$ cat config.mk
export PLATFORM = sky130hd
export DESIGN_NAME = pipe_ctrl
export DESIGN_NICKNAME = d
export VERILOG_FILES = /design/src/rtl/pipe_ctrl.sv
export SDC_FILE = /design/constraint.sdc
export NUM_CORES = 1
export LEC_CHECK = 0
export BUFFER_PORTS_ARGS = -buffer_cell sky130_fd_sc_hd__buf_2
export CELL_PAD_IN_SITES_DETAIL_PLACEMENT = 1
export CELL_PAD_IN_SITES_GLOBAL_PLACEMENT = 1
export CORE_MARGIN = 10
export CORE_UTILIZATION = 23
export DETAILED_ROUTE_END_ITERATION = 16
export GPL_TIMING_DRIVEN = 0
export HOLD_SLACK_MARGIN = 0.1
export PLACE_DENSITY = 0.9
export SLEW_MARGIN = 20
export SYNTH_ARGS = -nofsm -noshare
export SYNTH_HDL_FRONTEND = slang
export SYNTH_SLANG_ARGS = --single-unit
$ cat constraint.sdc
create_clock -name clk_i -period 1.9 [get_ports clk_i]
set_input_delay 0.095 -clock clk_i [delete_from_list [all_inputs] [get_ports clk_i]]
set_output_delay 0.095 -clock clk_i [all_outputs]
set_load 0.01 [all_outputs]
$ cat src/rtl/pipe_ctrl.sv
// Stall/flush controller for the 5-stage core: stage write enables and per-stage valid bits.
// Optional performance counters are built when PIPE_CTRL_PERF_EN is defined.
module pipe_ctrl #(
    parameter int CNT_W = 32
) (
    input  logic             clk_i,
    input  logic             rst_i,
    input  logic             lu_hazard_rs1_i,
    input  logic             lu_hazard_rs2_i,
    input  logic             branch_taken_i,
    input  logic             if_ready_i,
    input  logic             mem_busy_i,
    output logic             pc_we_o,
    output logic             if_id_we_o,
    output logic             id_ex_we_o,
    output logic             ex_mem_we_o,
    output logic             mem_wb_we_o,
    output logic             id_valid_o,
    output logic             ex_valid_o,
    output logic             mem_valid_o,
    output logic             wb_valid_o,
    output logic [CNT_W-1:0] stall_lu_cnt_o,
    output logic [CNT_W-1:0] flush_cnt_o
);

    typedef enum logic [2:0] {
        MODE_RUN        = 3'd0,
        MODE_FETCH_WAIT = 3'd1,
        MODE_LU_STALL   = 3'd2,
        MODE_FLUSH      = 3'd3,
        MODE_FREEZE     = 3'd4
    } mode_t;

    mode_t      mode;
    logic       lu;
    logic [4:0] we;

    // A hazard only matters when ID actually holds an instruction.
    assign lu = (lu_hazard_rs1_i | lu_hazard_rs2_i) & id_valid_o;

    // Priority decode of this cycle's pipeline condition.
    always_comb begin
        mode = MODE_RUN;
        if (mem_busy_i) begin
            mode = MODE_FREEZE;
        end else if (branch_taken_i) begin
            mode = MODE_FLUSH;
        end else if (lu) begin
            mode = MODE_LU_STALL;
        end else if (!if_ready_i) begin
            mode = MODE_FETCH_WAIT;
        end else begin
            mode = MODE_RUN;
        end
    end

    // Write enables, ordered {pc, if_id, id_ex, ex_mem, mem_wb}.
    always_comb begin
        we = 5'b00000;
        case (mode)
            MODE_FREEZE:     we = 5'b00000;
            MODE_FLUSH:      we = 5'b11111;
            MODE_LU_STALL:   we = 5'b00111;
            MODE_FETCH_WAIT: we = 5'b01111;
            MODE_RUN:        we = 5'b11111;
            default:         we = 5'b00000;
        endcase
    end

    assign pc_we_o     = we[4];
    assign if_id_we_o  = we[3];
    assign id_ex_we_o  = we[2];
    assign ex_mem_we_o = we[1];
    assign mem_wb_we_o = we[0];

    // Per-stage valid bits advance with the pipeline registers.
    always_ff @(posedge clk_i or posedge rst_i) begin
        if (rst_i) begin
            id_valid_o  <= 1'b0;
            ex_valid_o  <= 1'b0;
            mem_valid_o <= 1'b0;
            wb_valid_o  <= 1'b0;
        end else begin
            case (mode)
                MODE_FREEZE: begin
                    id_valid_o  <= id_valid_o;
                    ex_valid_o  <= ex_valid_o;
                    mem_valid_o <= mem_valid_o;
                    wb_valid_o  <= wb_valid_o;
                end
                MODE_FLUSH: begin
                    id_valid_o  <= 1'b0;
                    ex_valid_o  <= 1'b0;
                    mem_valid_o <= ex_valid_o;
                    wb_valid_o  <= mem_valid_o;
                end
                MODE_LU_STALL: begin
                    id_valid_o  <= id_valid_o;
                    ex_valid_o  <= 1'b0;
                    mem_valid_o <= ex_valid_o;
                    wb_valid_o  <= mem_valid_o;
                end
                MODE_FETCH_WAIT: begin
                    id_valid_o  <= 1'b0;
                    ex_valid_o  <= id_valid_o;
                    mem_valid_o <= ex_valid_o;
                    wb_valid_o  <= mem_valid_o;
                end
                MODE_RUN: begin
                    id_valid_o  <= 1'b1;
                    ex_valid_o  <= id_valid_o;
                    mem_valid_o <= ex_valid_o;
                    wb_valid_o  <= mem_valid_o;
                end
                default: begin
                    id_valid_o  <= 1'b0;
                    ex_valid_o  <= 1'b0;
                    mem_valid_o <= 1'b0;
                    wb_valid_o  <= 1'b0;
                end
            endcase
        end
    end

`ifdef PIPE_CTRL_PERF_EN
    function automatic logic [CNT_W-1:0] sat_inc(input logic [CNT_W-1:0] v);
        if (v == {CNT_W{1'b1}}) begin
            sat_inc = v;
        end else begin
            sat_inc = v + {{(CNT_W-1){1'b0}}, 1'b1};
        end
    endfunction

    // Event counters; FREEZE is excluded by the mode decode itself.
    always_ff @(posedge clk_i or posedge rst_i) begin
        if (rst_i) begin
            stall_lu_cnt_o <= {CNT_W{1'b0}};
            flush_cnt_o    <= {CNT_W{1'b0}};
        end else begin
            if (mode == MODE_LU_STALL) begin
                stall_lu_cnt_o <= sat_inc(stall_lu_cnt_o);
            end else begin
                stall_lu_cnt_o <= stall_lu_cnt_o;
            end
            if (mode == MODE_FLUSH) begin
                flush_cnt_o <= sat_inc(flush_cnt_o);
            end else begin
                flush_cnt_o <= flush_cnt_o;
            end
        end
    end
`else
    assign stall_lu_cnt_o = {CNT_W{1'b0}};
    assign flush_cnt_o    = {CNT_W{1'b0}};
`endif

endmodule
==> results.txt, run 1 <==
The number of violations reported at the end of detailed-routing iteration 0 came out at 6. The average wire per cell in the routed design came out at 10.1 um. The standby leakage power is 0.753 nW. The area of the core is 3000 um^2.

The cell count after placement is 196. Data on the critical path arrives at its endpoint at 1.24 ns. The worst setup path is of the flop to output pin kind. In this run the cell area measured after placement is 1050 um^2. The final cell utilization of the core is 36.2%. The horizontal die dimension came out at 75.4 um. The worst-skew pair later-pin latency came out at 0.23 ns. The die outline area came out at 5690 um^2. The number of fill cells in the layout came out at 409. By count the netlist is led by 66 x sky130_fd_sc_hd__buf_4, 4 x sky130_fd_sc_hd__dfrtp_1, 3 x sky130_fd_sc_hd__inv_1. For this configuration, the core starts out at a cell density of 23.5%.

The async set-reset flop share out of synthesis came out at 100%. Among all stages on the critical path, the largest delay is contributed by sky130_fd_sc_hd__dfrtp_1. The cell family contributing the most delay on the critical path is flip-flops. The worst setup path is launched from a flop.

The most used flip-flop cell after synthesis is sky130_fd_sc_hd__dfrtp_1. In this run the number of H-tree levels came out at 1. The number of buffers created by CTS came out at 3. Relative to the synthesized area, the layout overhead comes to 53.8%.

The synthesized design devotes to its leading area cell type 70.1% of total area. Setup slack on the worst reg-to-reg path comes out at 0.89 ns. Of all nets on the critical path, the largest fanout is 4.

The critical path's largest stage delay is 0.39 ns. Across every metal layer, demand over resource in global routing totals 6.15%. The post-synthesis cell count is 86.

Setup repair after global routing left no endpoint under its margin. The repair_antennas step left the layout with diodes totalling 0. The final number of max-transition violations came out at 0. The floorplan has 20 rows. The final hold violation count is 0.

The worst-case reg-to-reg path depth is 2. The post-route cell area came out at 1090 um^2. The final critical path takes up 70.4% of the cycle. Counting I/O delays and the setup requirement, the final critical path takes 1.34 ns. The final-layout worst hold slack is 0.107 ns. CTS saw 4 sinks.

The half-perimeter wire length after placement is 1940 um. The cell with the most instances after synthesis is sky130_fd_sc_hd__buf_4. The worst-case clock buffer depth is 2. The first global-routing pass estimated 2590 um of wire. The total number of nets in the final design came out at 176. The signal on the critical path passes through nor2b_1, a211oi_1, buf_2. The sum of buffers and inverters on the critical path is 1. The top cell types in the final layout, fill and taps aside, are 66 x sky130_fd_sc_hd__buf_4, 64 x sky130_fd_sc_hd__conb_1, 15 x sky130_fd_sc_hd__buf_2.

The total I/O pin count came out at 80. Counting flops with a built-in enable in the synthesized netlist gives 0. The timing-limited maximum frequency is 0.748 GHz. The remaining global-route overflow came out at 0. The total number of vias came out at 589. sky130_fd_sc_hd__buf_4 takes more of the synthesized area than any other cell. The number of violations of the max-capacitance limit came out at 0. The iteration count of the initial detailed-routing pass came out at 2. The count of endpoints failing setup in the final report is 0. In this run the critical register-to-register path is launched from id_valid_o$_DFFE_PP0N_. The number of antenna-violating nets in the routed design is 0. The mean area per synthesized cell came out at 8.22 um^2. In the post-synthesis netlist, the biggest area contributors are sky130_fd_sc_hd__buf_4 70%, sky130_fd_sc_hd__dfrtp_1 14%, sky130_fd_sc_hd__o41ai_2 2.3%, sky130_fd_sc_hd__inv_1 1.6%, sky130_fd_sc_hd__mux2_1 1.6%. The number of cells on the worst hold path came out at 2. The count of warnings emitted by yosys is 0.

In this run the most critical hold path is launched from branch_taken_i. The register bit count reported by yosys is 4. The via count of the first global-routing pass came to 577. The library cell used most frequently in the layout, excluding fill and tap cells, is sky130_fd_sc_hd__buf_4. Measured along the y axis, the die boundary spans 75.4 um. The total negative slack for setup checks is 0 ns. The number of antenna violations at the first check in global routing is 0.

After synthesis the cells add up to 707 um^2. The flow ran to the end, and the final reports show no timing, DRC or antenna violations. The worst register-to-register path ends at id_valid_o$_DFFE_PP0N_.

The proportion of layout cells with a drive suffix above 1 is 52.1%. The via density per instance is 2.95. The peak supply drop came out at 103 uV. The post-route non-filler standard cell count is 200. The total of cells resized after clock tree synthesis is 0.

STA classifies the critical path endpoint as an output pin. For this run, design rule violations remaining after detail routing come to 0. Clock tree synthesis selected as its root buffer the cell sky130_fd_sc_hd__clkbuf_4. Routability-driven placement finished with a final weighted congestion of 0.712. Entering global routing, the biggest net connects 10 pins. The worst hold path class is input pin to flop.

After clock tree synthesis, the clock-pin slew on the worst setup and hold paths is 0.04 ns. For this design the ratio of total power to cell area is 388 nW/um^2. The critical path depth came out at 3. The sequential share of the synthesized area came out at 14.2%. The number of distinct library cells after synthesis came out at 16. The largest clock skew in the final design came out at 0.00126 ns.

The port buffer count is 14. TritonCTS built the clock tree. For hold timing, the worst endpoint is ex_valid_o$_DFFE_PP0P_.

The final routed wirelength across all metal layers came out at 2020 um. The data required time at the worst endpoint came out at 1.80 ns.
what timing repair did:
item / 4_1_cts / 5_1_grt
hold endpoints to repair: 4 / 0
buffers inserted: 0 / 0
hold buffers: 1 / 0
how the worst max path moves through the flow:
stage	startpoint	end	slack, ns
after floorplan	id_valid_o$_DFFE_PP0N_	pc_we_o	0.86
after global placement	id_valid_o$_DFFE_PP0N_	pc_we_o	0.81
after detailed placement	id_valid_o$_DFFE_PP0N_	pc_we_o	0.77
after CTS	id_valid_o$_DFFE_PP0N_	pc_we_o	0.52
after global routing	id_valid_o$_DFFE_PP0N_	pc_we_o	0.49
final	id_valid_o$_DFFE_PP0N_	pc_we_o	0.56
flip-flops by register name, summed over array words and instances, names as in the netlist:
signal / count
ex_valid_o: 1
id_valid_o: 1
mem_valid_o: 1
wb_valid_o: 1
cell families after synthesis:
| kind of cell | after synthesis | share of synthesized area (%) |
|---|---|---|
| buf+inv | 70 | 72.4 |
| flops | 4 | 14.2 |
| simple gates | 5 | 4.25 |
| compound gates | 4 | 5.49 |
| mux | 2 | 3.19 |
| other cells | 1 | 0.530 |
stage by stage:
stage,total power (W),worst slack [ns]
floorplan,0.000283,0.860
detailed placement,0.000309,0.771
global placement,0.000307,0.810
global route,0.000462,0.494
finish,0.000422,0.562
CTS,0.000415,0.519
cell type report:
cell class / instances / area (um^2) / area share [%]
clock buffers: 3 / 22.5 / 2.07
multi-input cells: 75 / 332 / 30.5
repair buffers: 15 / 80.1 / 7.36
flip-flops and latches: 4 / 100 / 9.21
inverters: 3 / 11.3 / 1.04
plain buffers: 67 / 500 / 46.0
well taps: 33 / 41.3 / 3.80
power breakdown:
part / total (W) / internal, W / leakage, nW / switching [W]
Clock: 0.000100 / 0.0000703 / 0.0138 / 0.0000298
Sequential: 0.0000971 / 0.0000924 / 0.0535 / 0.00000472
Combinational: 0.000225 / 0.000113 / 0.686 / 0.000112
metal layers:
metal	GRT usage (%)	up-vias	share of wire, %
met4	1.86	0	0
met1	3.73	245	27
met3	5.99	0	22
met2	11.9	46	51
met5	0	-	0
li1	-	298	-
(Power assumes the default switching activity.)
==> inputs of run 2 (changes only) <==
--- a/config.mk
+++ b/config.mk
@@ -9,11 +9,11 @@
 export CELL_PAD_IN_SITES_DETAIL_PLACEMENT = 1
 export CELL_PAD_IN_SITES_GLOBAL_PLACEMENT = 1
 export CORE_MARGIN = 10
-export CORE_UTILIZATION = 23
+export CORE_UTILIZATION = 19
 export DETAILED_ROUTE_END_ITERATION = 16
 export GPL_TIMING_DRIVEN = 0
 export HOLD_SLACK_MARGIN = 0.1
-export PLACE_DENSITY = 0.9
+export PLACE_DENSITY = 0.8
 export SLEW_MARGIN = 20
 export SYNTH_ARGS = -nofsm -noshare
 export SYNTH_HDL_FRONTEND = slang
==> constraint.sdc (replaced) <==
create_clock -name clk_i -period 1.15 [get_ports clk_i]
set_input_delay 0.0575 -clock clk_i [delete_from_list [all_inputs] [get_ports clk_i]]
set_output_delay 0.0575 -clock clk_i [all_outputs]
set_load 0.01 [all_outputs]
==> run 2 against run 1 <==
Flip-flop and latch count did not move; combinational power rose by 75%; clock power rose to 2.9 times the previous value; cell count rose by 8.5%; worst setup slack got worse by 0.54 ns; first-iteration DRC count rose by 33%; final area rose by 6.2%; clock skew barely moved; non-clock buffer count rose by 2; critical path depth did not move.
==> results.txt, run 2 (synthesis results as in run 1) <==
The final-layout worst hold slack came out at 0.152 ns (+0.0453 ns). The number of antenna-violating nets in the routed design is 0 (unchanged). The number of violations reported at the end of detailed-routing iteration 0 came to 8 (+2).

The number of violations of the max-capacitance limit came to 0 (unchanged). The number of levels the H-tree was split into came out at 1 (unchanged). The data required time at the worst endpoint is 1.09 ns (-0.71 ns). The count of endpoints failing setup in the final report is 0 (unchanged). The cell count after placement is 211 (+7.7%). The tree is rooted in a sky130_fd_sc_hd__clkbuf_8. The power density over the cells came out at 726 nW/um^2 (+87%). The global-route wire length before repair came out at 2880 um (+11%).

The routed wire length on met2 is 987 um (-3.6%). The half-perimeter wire length after placement is 1900 um (-2.4%). The average wire per cell in the routed design is 9.41 um (-6.7%). The total DRC errors in the routed layout came to 0 (unchanged). The critical path data arrival time came to 1.07 ns (-0.17 ns).

The worst-skew pair later-pin latency is 0.21 ns (-0.02 ns). The top cell types in the final layout, fill and taps aside, are 67 x sky130_fd_sc_hd__buf_4, 64 x sky130_fd_sc_hd__conb_1, 15 x sky130_fd_sc_hd__buf_2. The number of clock sinks came out at 4 (unchanged). The launching element type of the critical path is a flop.

The number of rows created at floorplan came out at 22 (+10%). The iteration count of the initial detailed-routing pass is 2 (unchanged). Of the available clock period, the critical path in the final layout requires 98.4%. The setup slack of the critical path after layout is 0.0188 ns (-0.543 ns). The slack of the worst reg-to-reg path is 0.19 ns (-0.70 ns). The largest clock skew in the final design came to 0.00113 ns (-0.000121 ns). The die outline area came to 6560 um^2 (+15%). Leaving out fill and tap cells, the most frequent cell in the layout is sky130_fd_sc_hd__buf_4. The remaining global-route overflow came out at 0 (unchanged). The standby leakage power came out at 0.775 nW (+2.9%). The largest driver fanout on the critical path came out at 3 (-1). The clock transition at the register clock pins on the worst setup and hold paths after CTS is 0.03 ns (about the same). The worst-case clock buffer depth is 2 (unchanged). Routed signal wires occupy layers up through met3. The highest-delay cell along the critical path is sky130_fd_sc_hd__dfrtp_1.

The total number of nets in the final design came to 178 (+1.1%). The area of the core came out at 3630 um^2 (+21%). The signal on the critical path passes through nor2b_4, a211oi_2, buf_2. The post-route non-filler standard cell count came out at 217 (+8.5%).

The critical path is of the flop to output pin type. The effective utilization at floorplan came to 19.5% (-4.1 points). The count of inserted antenna diode cells came to 0 (unchanged).

The routed length on met1 was 603 um (+10%). The via count of the first global-routing pass is 584 (+1.2%). The final estimated routing congestion in global placement came to 0.710 (-0.30%). The overall die height came out at 81.0 um (+7.4%). The horizontal die dimension was 81.0 um (+7.4%).

The final routed wirelength across all metal layers is 2040 um (+1.2%). The total negative slack for setup checks is 0 ns (unchanged). The area occupied by registers is 100 um^2 (unchanged).

The total I/O pin count is 80 (unchanged). The peak supply drop came to 193 uV (+89%). The number of buffers created by CTS came to 3 (unchanged). The number of antenna violations at the first check in global routing was 0 (unchanged). The critical path's largest stage delay came out at 0.37 ns (-0.02 ns).

The final number of max-transition violations came out at 0 (unchanged). The sum of buffers and inverters on the critical path was 1 (unchanged). The total number of vias is 576 (-2.2%). The pin count of the biggest net entering global routing came out at 10 (unchanged). TritonCTS built the clock tree. The multi-input combinational cell area was 344 um^2 (+3.8%).

The port buffer count is 14 (unchanged). The run finished with clean final reports. The final hold violation count came out at 0 (unchanged).

The placement-stage worst setup slack came out at 0.148 ns (-0.623 ns). The kind of cell with the highest combined delay along the critical path is flip-flops. The tightest min-delay check is of the input pin to flop type.

The via density per instance came out at 2.65 (-9.9%). Setup repair after global routing could not meet its margin everywhere. The timing-limited maximum frequency is 0.884 GHz. The amount of wire on met3 after detailed routing came to 450 um (+1.4%). The number of fill cells in the layout came out at 496 (+21%). The final cell utilization of the core came out at 31.8% (-4.4 points). The final critical delay including setup and external delays came out at 1.13 ns.

The kind of end point of the critical path is an output pin. The proportion of layout cells with a drive suffix above 1 came to 53.3% (+1.2 points). The total global-route track usage came to 5.70% (-0.46 points).

The growth of design area from synthesis to finish came out at 63.4%.
## run 2: routing by layer
| metal | up-vias | track usage (%) |
|---|---|---|
| met5 | - | 0 |
| met3 | 0 | 6.62 |
| met4 | 0 | 1.56 |
| li1 | 301 | - |
| met2 | 45 | 9.79 |
| met1 | 230 | 3.90 |
## run 2: final cells by class
class                      instances  area share [%]
buffer                            67            43.3
inverter                           3           0.975
tap                               48            5.20
sequential                         4            8.67
timing repair buffer              17            8.45
clock buffer                       3            3.58
multi-input combinational         75            29.8
## run 2: path summary, 6_finish.rpt
path	from	endpoint	cells after the start
max	id_valid_o$_DFFE_PP0N_	pc_we_o	3
min	lu_hazard_rs2_i	ex_valid_o$_DFFE_PP0P_	3
max reg2reg	id_valid_o$_DFFE_PP0N_	id_valid_o$_DFFE_PP0N_	2
min reg2reg	wb_valid_o$_DFFE_PP0P_	wb_valid_o$_DFFE_PP0P_	1
max in group asynchronous	rst_i	wb_valid_o$_DFFE_PP0P_	3
min in group asynchronous	rst_i	id_valid_o$_DFFE_PP0N_	3
## run 2: power by group
group          total [W]  internal, W  switching, W  leakage [nW]
sequential      0.000159     0.000153    0.00000633        0.0535
clock           0.000286     0.000222     0.0000640        0.0216
combinational   0.000393     0.000202      0.000191         0.700
## run 2: stage by stage
stage               instance area [um^2]  total power [W]
finish                              1150         0.000838
global route                        1150         0.000906
CTS                                 1140         0.000818
detailed placement                  1070         0.000511
global placement                    1070         0.000508
floorplan                            943         0.000467
## run 2: worst reg2reg max path: cells and delay by family, from the launching register on
kind / cells / cell delay [ns]
AO/OA/AOI/OAI: 1 / 0.32
AND/OR/NAND/NOR: 1 / 0.14
flip-flops: 1 / 0.37
## run 2: what timing repair did
action | CTS | global route
endpoints found under the hold margin | 5 | 0
gates resized for setup | 0 | 3
pin swaps | 1 | 0
endpoints found under the setup margin | 1 | 2
hold buffers | 2 | 0
buffers inserted | 1 | 0
